[config.mk]
export PLATFORM = sky130hd
export DESIGN_NAME = uart_rx_oversampled
export DESIGN_NICKNAME = d
export VERILOG_FILES = /design/src/rtl/uart_pkg.sv /design/src/rtl/uart_rx_sync.sv /design/src/rtl/uart_rx_oversampled.sv
export SDC_FILE = /design/constraint.sdc
export NUM_CORES = 1
export LEC_CHECK = 0
export ABC_AREA = 1
export CAP_MARGIN = 10
export CORE_UTILIZATION = 55
export DETAILED_ROUTE_END_ITERATION = 10
export HOLD_SLACK_MARGIN = 0.05
export PLACE_DENSITY = 0.77
export SLEW_MARGIN = 5
export SYNTH_ARGS = -nofsm -noshare
export SYNTH_HDL_FRONTEND = slang
export SYNTH_SLANG_ARGS = --single-unit
[constraint.sdc]
create_clock -name clk -period 1.91 [get_ports clk]
set_input_delay 0.191 -clock clk [delete_from_list [all_inputs] [get_ports clk]]
set_output_delay 0.191 -clock clk [all_outputs]
set_load 0.01 [all_outputs]
[src/rtl/uart_pkg.sv]
// UART shared definitions: FSM state encoding and oversampling constants,
// common to the receiver and the planned transmitter.
package uart_pkg;

  localparam int unsigned OVERSAMPLE = 16;  // s_tick pulses per bit period
  localparam int unsigned MID_SAMPLE = 7;   // start-bit tick index that lands mid-bit

  typedef enum logic [2:0] {
    IDLE   = 3'd0,
    START  = 3'd1,
    DATA   = 3'd2,
    PARITY = 3'd3,
    STOP   = 3'd4
  } uart_state_t;

endpackage

[src/rtl/uart_rx_sync.sv]
// Two-flop synchronizer for the asynchronous rx pad.
// Both flops reset to 1 so the line reads idle while reset is held.
//   clk   in  system clock
//   reset in  asynchronous, active-high
//   d     in  asynchronous serial input
//   q     out synchronized copy of d
module uart_rx_sync (
  input  logic clk,
  input  logic reset,
  input  logic d,
  output logic q
);

  logic meta;

  always_ff @(posedge clk or posedge reset) begin
    if (reset) begin
      meta <= 1'b1;
      q    <= 1'b1;
    end else begin
      meta <= d;
      q    <= meta;
    end
  end

endmodule

[src/rtl/uart_rx_oversampled.sv]
// UART receiver with 16x oversampling. Recovers LSB-first frames
// (start, DBIT data, optional parity, stop) from rx and strobes each word.
//   clk           in   system clock, rising edge
//   reset         in   asynchronous, active-high
//   s_tick        in   one-clk pulse at 16x baud
//   rx            in   asynchronous serial line, idle high
//   rx_dout       out  last received word, LSB first on the line
//   rx_done_tick  out  one-clk strobe: rx_dout and error flags valid
//   parity_err    out  parity mismatch on last frame
//   frame_err     out  stop bit sampled low on last frame
//   rx_busy       out  receiver not idle
module uart_rx_oversampled
  import uart_pkg::*;
#(
  parameter int unsigned DBIT       = 8,
  parameter int unsigned SB_TICK    = 16,
  parameter int unsigned PARITY_EN  = 0,
  parameter int unsigned PARITY_ODD = 0
) (
  input  logic            clk,
  input  logic            reset,
  input  logic            s_tick,
  input  logic            rx,
  output logic [DBIT-1:0] rx_dout,
  output logic            rx_done_tick,
  output logic            parity_err,
  output logic            frame_err,
  output logic            rx_busy
);

  localparam int unsigned N_W = (DBIT > 1) ? $clog2(DBIT) : 1;
  // Stop periods longer than one bit need a wider oversample counter.
  localparam int unsigned S_W = (SB_TICK > OVERSAMPLE) ? $clog2(SB_TICK) : $clog2(OVERSAMPLE);
  localparam logic PAR_EN  = (PARITY_EN != 0);
  localparam logic PAR_ODD = (PARITY_ODD != 0);

  uart_state_t     state_q, state_n;
  logic [S_W-1:0]  s_q, s_n;
  logic [N_W-1:0]  n_q, n_n;
  logic [DBIT-1:0] b_q, b_n;
  logic            p_q, p_n;
  logic [DBIT-1:0] dout_n;
  logic            done_n, fe_n, pe_n, busy_n;
  logic            rx_s;

  uart_rx_sync u_sync (
    .clk   (clk),
    .reset (reset),
    .d     (rx),
    .q     (rx_s)
  );

  // State, datapath and output registers.
  always_ff @(posedge clk or posedge reset) begin
    if (reset) begin
      state_q      <= IDLE;
      s_q          <= '0;
      n_q          <= '0;
      b_q          <= '0;
      p_q          <= 1'b0;
      rx_dout      <= '0;
      rx_done_tick <= 1'b0;
      parity_err   <= 1'b0;
      frame_err    <= 1'b0;
      rx_busy      <= 1'b0;
    end else begin
      state_q      <= state_n;
      s_q          <= s_n;
      n_q          <= n_n;
      b_q          <= b_n;
      p_q          <= p_n;
      rx_dout      <= dout_n;
      rx_done_tick <= done_n;
      parity_err   <= pe_n;
      frame_err    <= fe_n;
      rx_busy      <= busy_n;
    end
  end

  // Next-state and datapath; counters only move on s_tick.
  always_comb begin
    state_n = state_q;
    s_n     = s_q;
    n_n     = n_q;
    b_n     = b_q;
    p_n     = p_q;
    dout_n  = rx_dout;
    done_n  = 1'b0;
    fe_n    = frame_err;
    pe_n    = parity_err;

    unique case (state_q)
      IDLE: begin
        // Start edge is taken immediately, not on a tick.
        if (!rx_s) begin
          state_n = START;
          s_n     = '0;
        end
      end
      START: begin
        if (s_tick) begin
          if (s_q == S_W'(MID_SAMPLE)) begin
            if (!rx_s) begin
              state_n = DATA;
              s_n     = '0;
              n_n     = '0;
            end else begin
              state_n = IDLE;  // start pulse too short: glitch
            end
          end else begin
            s_n = s_q + S_W'(1);
          end
        end
      end
      DATA: begin
        if (s_tick) begin
          if (s_q == S_W'(OVERSAMPLE - 1)) begin
            b_n = {rx_s, b_q[DBIT-1:1]};
            s_n = '0;
            if (n_q == N_W'(DBIT - 1)) begin
              state_n = PAR_EN ? PARITY : STOP;
            end else begin
              n_n = n_q + N_W'(1);
            end
          end else begin
            s_n = s_q + S_W'(1);
          end
        end
      end
      PARITY: begin
        if (s_tick) begin
          if (s_q == S_W'(OVERSAMPLE - 1)) begin
            p_n     = rx_s;
            s_n     = '0;
            state_n = STOP;
          end else begin
            s_n = s_q + S_W'(1);
          end
        end
      end
      STOP: begin
        if (s_tick) begin
          if (s_q == S_W'(SB_TICK - 1)) begin
            state_n = IDLE;
            dout_n  = b_q;
            fe_n    = ~rx_s;
            pe_n    = PAR_EN & (p_q != ((^b_q) ^ PAR_ODD));
            done_n  = 1'b1;
          end else begin
            s_n = s_q + S_W'(1);
          end
        end
      end
      default: state_n = IDLE;
    endcase

    busy_n = (state_n != IDLE);
  end

endmodule

; ---- Yosys cells after proc, flatten, opt, wreduce, memory -nomap -nowiden
; Index checks and enable logic that the tools add are counted.
[totals]
elab_cells = 68
output_inout_bits = 12
input_bits = 4
register_bits = 31
[op_classes]
n_bitwise = 1
muxes = 30
n_eq_ne = 16
reduce_logical = 9
n_addsub = 2
[op_table]
columns = cell, count
row1 = $mux 3, 16
row2 = $mux 4, 7
row3 = $ne 2x2->1 const B, 8
row4 = $pmux 4 s4, 1
row5 = $pmux 3 s5, 1
row6 = $reduce_and 7->1, 1
row7 = $eq 3x2->1 const B, 2
row8 = $eq 3x3->1 const B, 2
row9 = $pmux 3 s2, 1
row10 = $reduce_and 3->1, 2
row11 = $reduce_and 5->1, 1
row12 = $add 4x1->4 const B, 1
row13 = $eq 4x3->1 const B, 1
row14 = $eq 4x4->1 const B, 1
row15 = $reduce_bool 4->1, 1
row16 = $add 3x1->3 const B, 1
row17 = $eq 3x1->1 const B, 1
row18 = $logic_not 3->1, 1
row19 = $mux 1, 3
row20 = $reduce_bool 3->1, 1
row21 = $mux 2, 1
row22 = $ne 2x1->1 const B, 1
row23 = $reduce_bool 2->1, 1
row24 = $reduce_or 2->1, 1
row25 = $not 1->1, 1

; ---- Longest topological paths before layout
[depth]
depth_word = 6
ltp_mapped = 9
ltp_nobuf = 9

; ---- Cells and area by module
; A second synthesis with hierarchy kept.
[hier_totals]
hier_cells = 207
hier_area_um2 = 1722.9
[by_module_without_submodules]
columns = module, area_each_um2, cells_per_inst, seq_area_each_um2, n_inst
row1 = uart_rx_oversampled, 1666.6, 204, 725.7, 1
row2 = uart_rx_sync, 56.3, 3, 52.6, 1

; ---- Worst setup path before layout
; OpenSTA, ideal clock, no wires.
[synth_timing]
kind = reg-to-reg
startpoint = register s_q[0]
endpoint = register rx_dout[3]
period_less_slack_ns = 1.450
n_path_buf = 1
setup_time_ns = 0.074
setup_slack_ns = 0.460
stages_incl_launch_ff = 10
arrival_ns = 1.376
required_time_ns = 1.836
cell_sequence = dfrtp_1 ha_1 nand2_2 nor2_2 nand2_2 clkinv_1 nand2_4 buf_6 nand2_1 o21ai_2
[synth_between]
elab_chain_cells = 2
[synth_rtl]
columns = item, line_no
row1 = start: declaration, uart_rx_oversampled.sv:38  ; logic [S_W-1:0] s_q, s_n;
row2 = start signal: assignment, uart_rx_oversampled.sv:68  ; s_q <= s_n;
row3 = $eq 4x4->1, uart_rx_oversampled.sv:143  ; if (s_q == S_W'(SB_TICK - 1)) begin
row4 = $reduce_and 3->1 (no source line), -
row5 = end signal: assignment, uart_rx_oversampled.sv:72  ; rx_dout <= dout_n;
row6 = end: declaration, uart_rx_oversampled.sv:24  ; output logic [DBIT-1:0] rx_dout,
; No other way between the ends.
; A chain may end at the register's enable or synchronous reset.

; ---- Worst setup path after layout
[layout_timing]
startpoint = register s_q[0]
endpoint = register n_q[2]
[layout_between]
elab_chain_cells = 3
word_cells_on_any_way = 5
cone_classes = eq/ne: 4 / reduce/logical: 1
[layout_rtl]
columns = item, line_no
row1 = $eq 4x4->1 or $eq 4x3->1 (tied branches), "uart_rx_oversampled.sv:117, uart_rx_oversampled.sv:102"
row2 = $ne 2x2->1 (no source line), -
row3 = $reduce_and 7->1 (no source line) *, -
row4 = end signal: assignment, uart_rx_oversampled.sv:69  ; n_q <= n_n;
row5 = end: declaration, uart_rx_oversampled.sv:39  ; logic [N_W-1:0] n_q, n_n;
; Mark *: on every way between the ends. The rest lies on a longest branch, timed or not.

==> impl_results.md <==
- Floorplan Core Area: 0.002781 mm²
- PwrDens: 1034 mW/mm²
- Crit path kind: reg -> reg
- CTS tree: yes
- PortBufs: 14
- Sequential share of the synthesized area: 0.4781
- CTS H-tree depth: 2
- Leakage: 0.9908 nW
- Pins Over Slew Limit: 0
- Hold Vio Cnt, Final: 0
- Final setup margin: 0.1996 ns
- Longest Clk Path Bufs: 2
- Crit-path max cell delay: 0.42 ns
- Initial DRC count: 63
- Clock Sinks: 31
- Crit-path max FO: 5
- Power Total: 0.001900 W
- Critical-path top delay cell: dfrtp_1
- Avg Cell Area, Syn: 7.902 µm²
- CTS clk-pin slew, worst paths: 0.10 ns
- Max-Cap Viols: 0
- CTS resizes: 0
- DR DRC count: 0
- Antenna-violating nets left: 0
- Vias: 1393
- Root Driver: clkbuf_4
- Setup WS pre-CTS: 0.2276 ns
- Mapped cell area: 0.001628 mm²
- Post-CTS Setup Bufs: 0
- Setup TNS: 0 ns
- Detailed Route WL: 3.358 mm
- Initial core utilization: 0.5852
- Commonest non-fill, non-tap cell in the layout: nand2_1
- Number of global-route vias before repair: 1381
- Post-placement cell area: 0.001784 mm²
- RSZ-0062 raised after global routing: false
- #FFs+latches synth: 31
- Yosys warning count: 0
- Part of the power in registers: 0.435
- Site Rows: 19
- Global-route wire length before repair: about 6.0 mm
- Setup crit start kind: flop
- Sw Ratio: 0.4120
- Total GRT Usage: 0.2526
- Worst vdd ir: about 0.00085 V
- Crit-path cells: ha_1, nand2_2, nor2_4, nor2_1, nor2_1, nand3_1, nand2_1, nand2_1
- Final setup fails: 0
- Unique masters post-synth: 24
- TritonRoute pass-1 iters: 4
- Num CTS Buffers: 5
- GRT overflow: 0
- Most frequent cells in the layout: nand2_1, inv_1, dfrtp_1
- Routed len/inst: 13.07 µm
- Crit path DAT: 1.94 ns
- Internal: 0.001117 W
- Post-DP HPWL: ~2.4 mm
- Critical path capture point type: flop
- Ports: 16
- CTS Hold Bufs: 0
- Psw: slightly below 0.0008 W
- Die area: 0.003181 mm²
- Status: finished clean
- Final min period: 1.710 ns
- Antenna violations before repair: 0
- Final Util: 0.6608
- Layout cell share with drive strength beyond 1: 0.1283
- CP Data Required Time: 2.13 ns
- F_max: 584.6 MHz
- Design Area, Final: 0.001838 mm²
- DR vias/cell: 5.420
- Reg2reg setup slack: 0.20 ns
- Hold Crit Class: in -> async
- Layout Nets: 232
- Clock network power share: 0.192
- Comb power frac: 0.373
- Syn_nets: between 200 and 250
- Fin crit share: 0.8955
- Diodes inserted: 0
- Clock latency at the later pin of the worst-skew pair: approximately 0.33 ns
- Setup Skew: 0.007183 ns
- Post-synthesis cell count: between 200 and 250
- Die H: 56.40 µm
- Routability cong.: about 0.89
- Pin count of the biggest net entering global routing: 32
- Area grow syn2layout: 12.91%
- Die W: 56.40 µm
registers in the layout (all words and copies together) (netlist names):
register and flops:
rx_dout 8, u_sync.meta 1, rx_done_tick 1, b_q 8, state_q 3, frame_err 1, u_sync.q 1, s_q 4
rx_busy 1, n_q 3
stage by stage:
stage	hold slack (ns)	instances
2_1_floorplan	0.1955	206
3_3_place_gp	0.3465	249
3_5_place_dp	0.3511	249
4_1_cts	0.2392	257
5_1_grt	0.2237	257
6_report	0.2356	257
cells by family (layout without fill, tap and decap cells):
group | Yosys count | after routing | synth area share
and+or+nand+nor | 110 | 110 | 0.3059
xor gates and xnor gates | 1 | 1 | 0.005381
DFF | 31 | 31 | 0.4781
buffers and inverters | 37 | 57 | 0.09685
other | 1 | 1 | 0.002304
AOI/OAI and AO/OA | 23 | 23 | 0.08839
adders and majority gates | 3 | 3 | 0.02306
final timing paths:
kind / depth (start not counted) / end / start
min in group clk: 1 / u_sync.meta / rx
max: 8 / n_q[2] / s_q[0]
max in group asynchronous: 3 / u_sync.q / reset
max reg2reg: 8 / n_q[2] / s_q[0]
min: 3 / b_q[5] / reset
min reg2reg: 0 / u_sync.q / u_sync.meta
final cells by class:
cell class,count,area (µm²)
clock buffers,6,41.29
clock inverters,2,12.51
fillers,245,943.4
inverters,34,127.6
multi-input cells,138,691.9
flip-flops and latches,31,778.2
well taps,31,38.79
repair buffers,15,147.6
power by group through the flow:
stage	clock network (W)	logic, W	registers (W)
after floorplan	0	0.000533	0.000820
after global placement	0	0.000664	0.000828
after detailed placement	0	0.000691	0.000837
after CTS	0.000374	0.000702	0.000825
after global routing	0.000414	0.000816	0.000839
final	0.000365	0.000708	0.000826
layer usage:
metal / wire (µm) / track usage
met1: 1422 / 0.3191
met2: 1697 / 0.3810
met3: 182 / 0.09908
met4: 56 / 0.1185
met5: 0 / 0
synth_stat cells:
cell type | instances | share of area
buf_4 | 1 | 0.0046
o21ai_2 | 7 | 0.038
a21o_1 | 1 | 0.0046
nand2_1 | 63 | 0.15
inv_1 | 31 | 0.071
dfstp_2 | 2 | 0.032
dfrtp_1 | 29 | 0.45
conb_1 | 1 | 0.0023
nor2_2 | 2 | 0.0077
ha_1 | 3 | 0.023
nor2_1 | 11 | 0.025
nand3_2 | 1 | 0.0061
nand3_1 | 19 | 0.058
nand4_1 | 7 | 0.027
nand2_4 | 1 | 0.0069
nor2_4 | 2 | 0.014
buf_6 | 2 | 0.014
clkinv_1 | 1 | 0.0023
nand2_2 | 4 | 0.015
a21oi_1 | 1 | 0.0031
inv_2 | 2 | 0.0046
o21ai_1 | 6 | 0.018
xor2_1 | 1 | 0.0054
o21ai_0 | 8 | 0.025
critical path: cells and delay by family (launching register included):
family | cells | cell delay (ns)
flops | 1 | 0.42
simple gates | 7 | 0.93
fa+ha+maj | 1 | 0.25
Note: power is estimated with default switching activity, not from simulation.
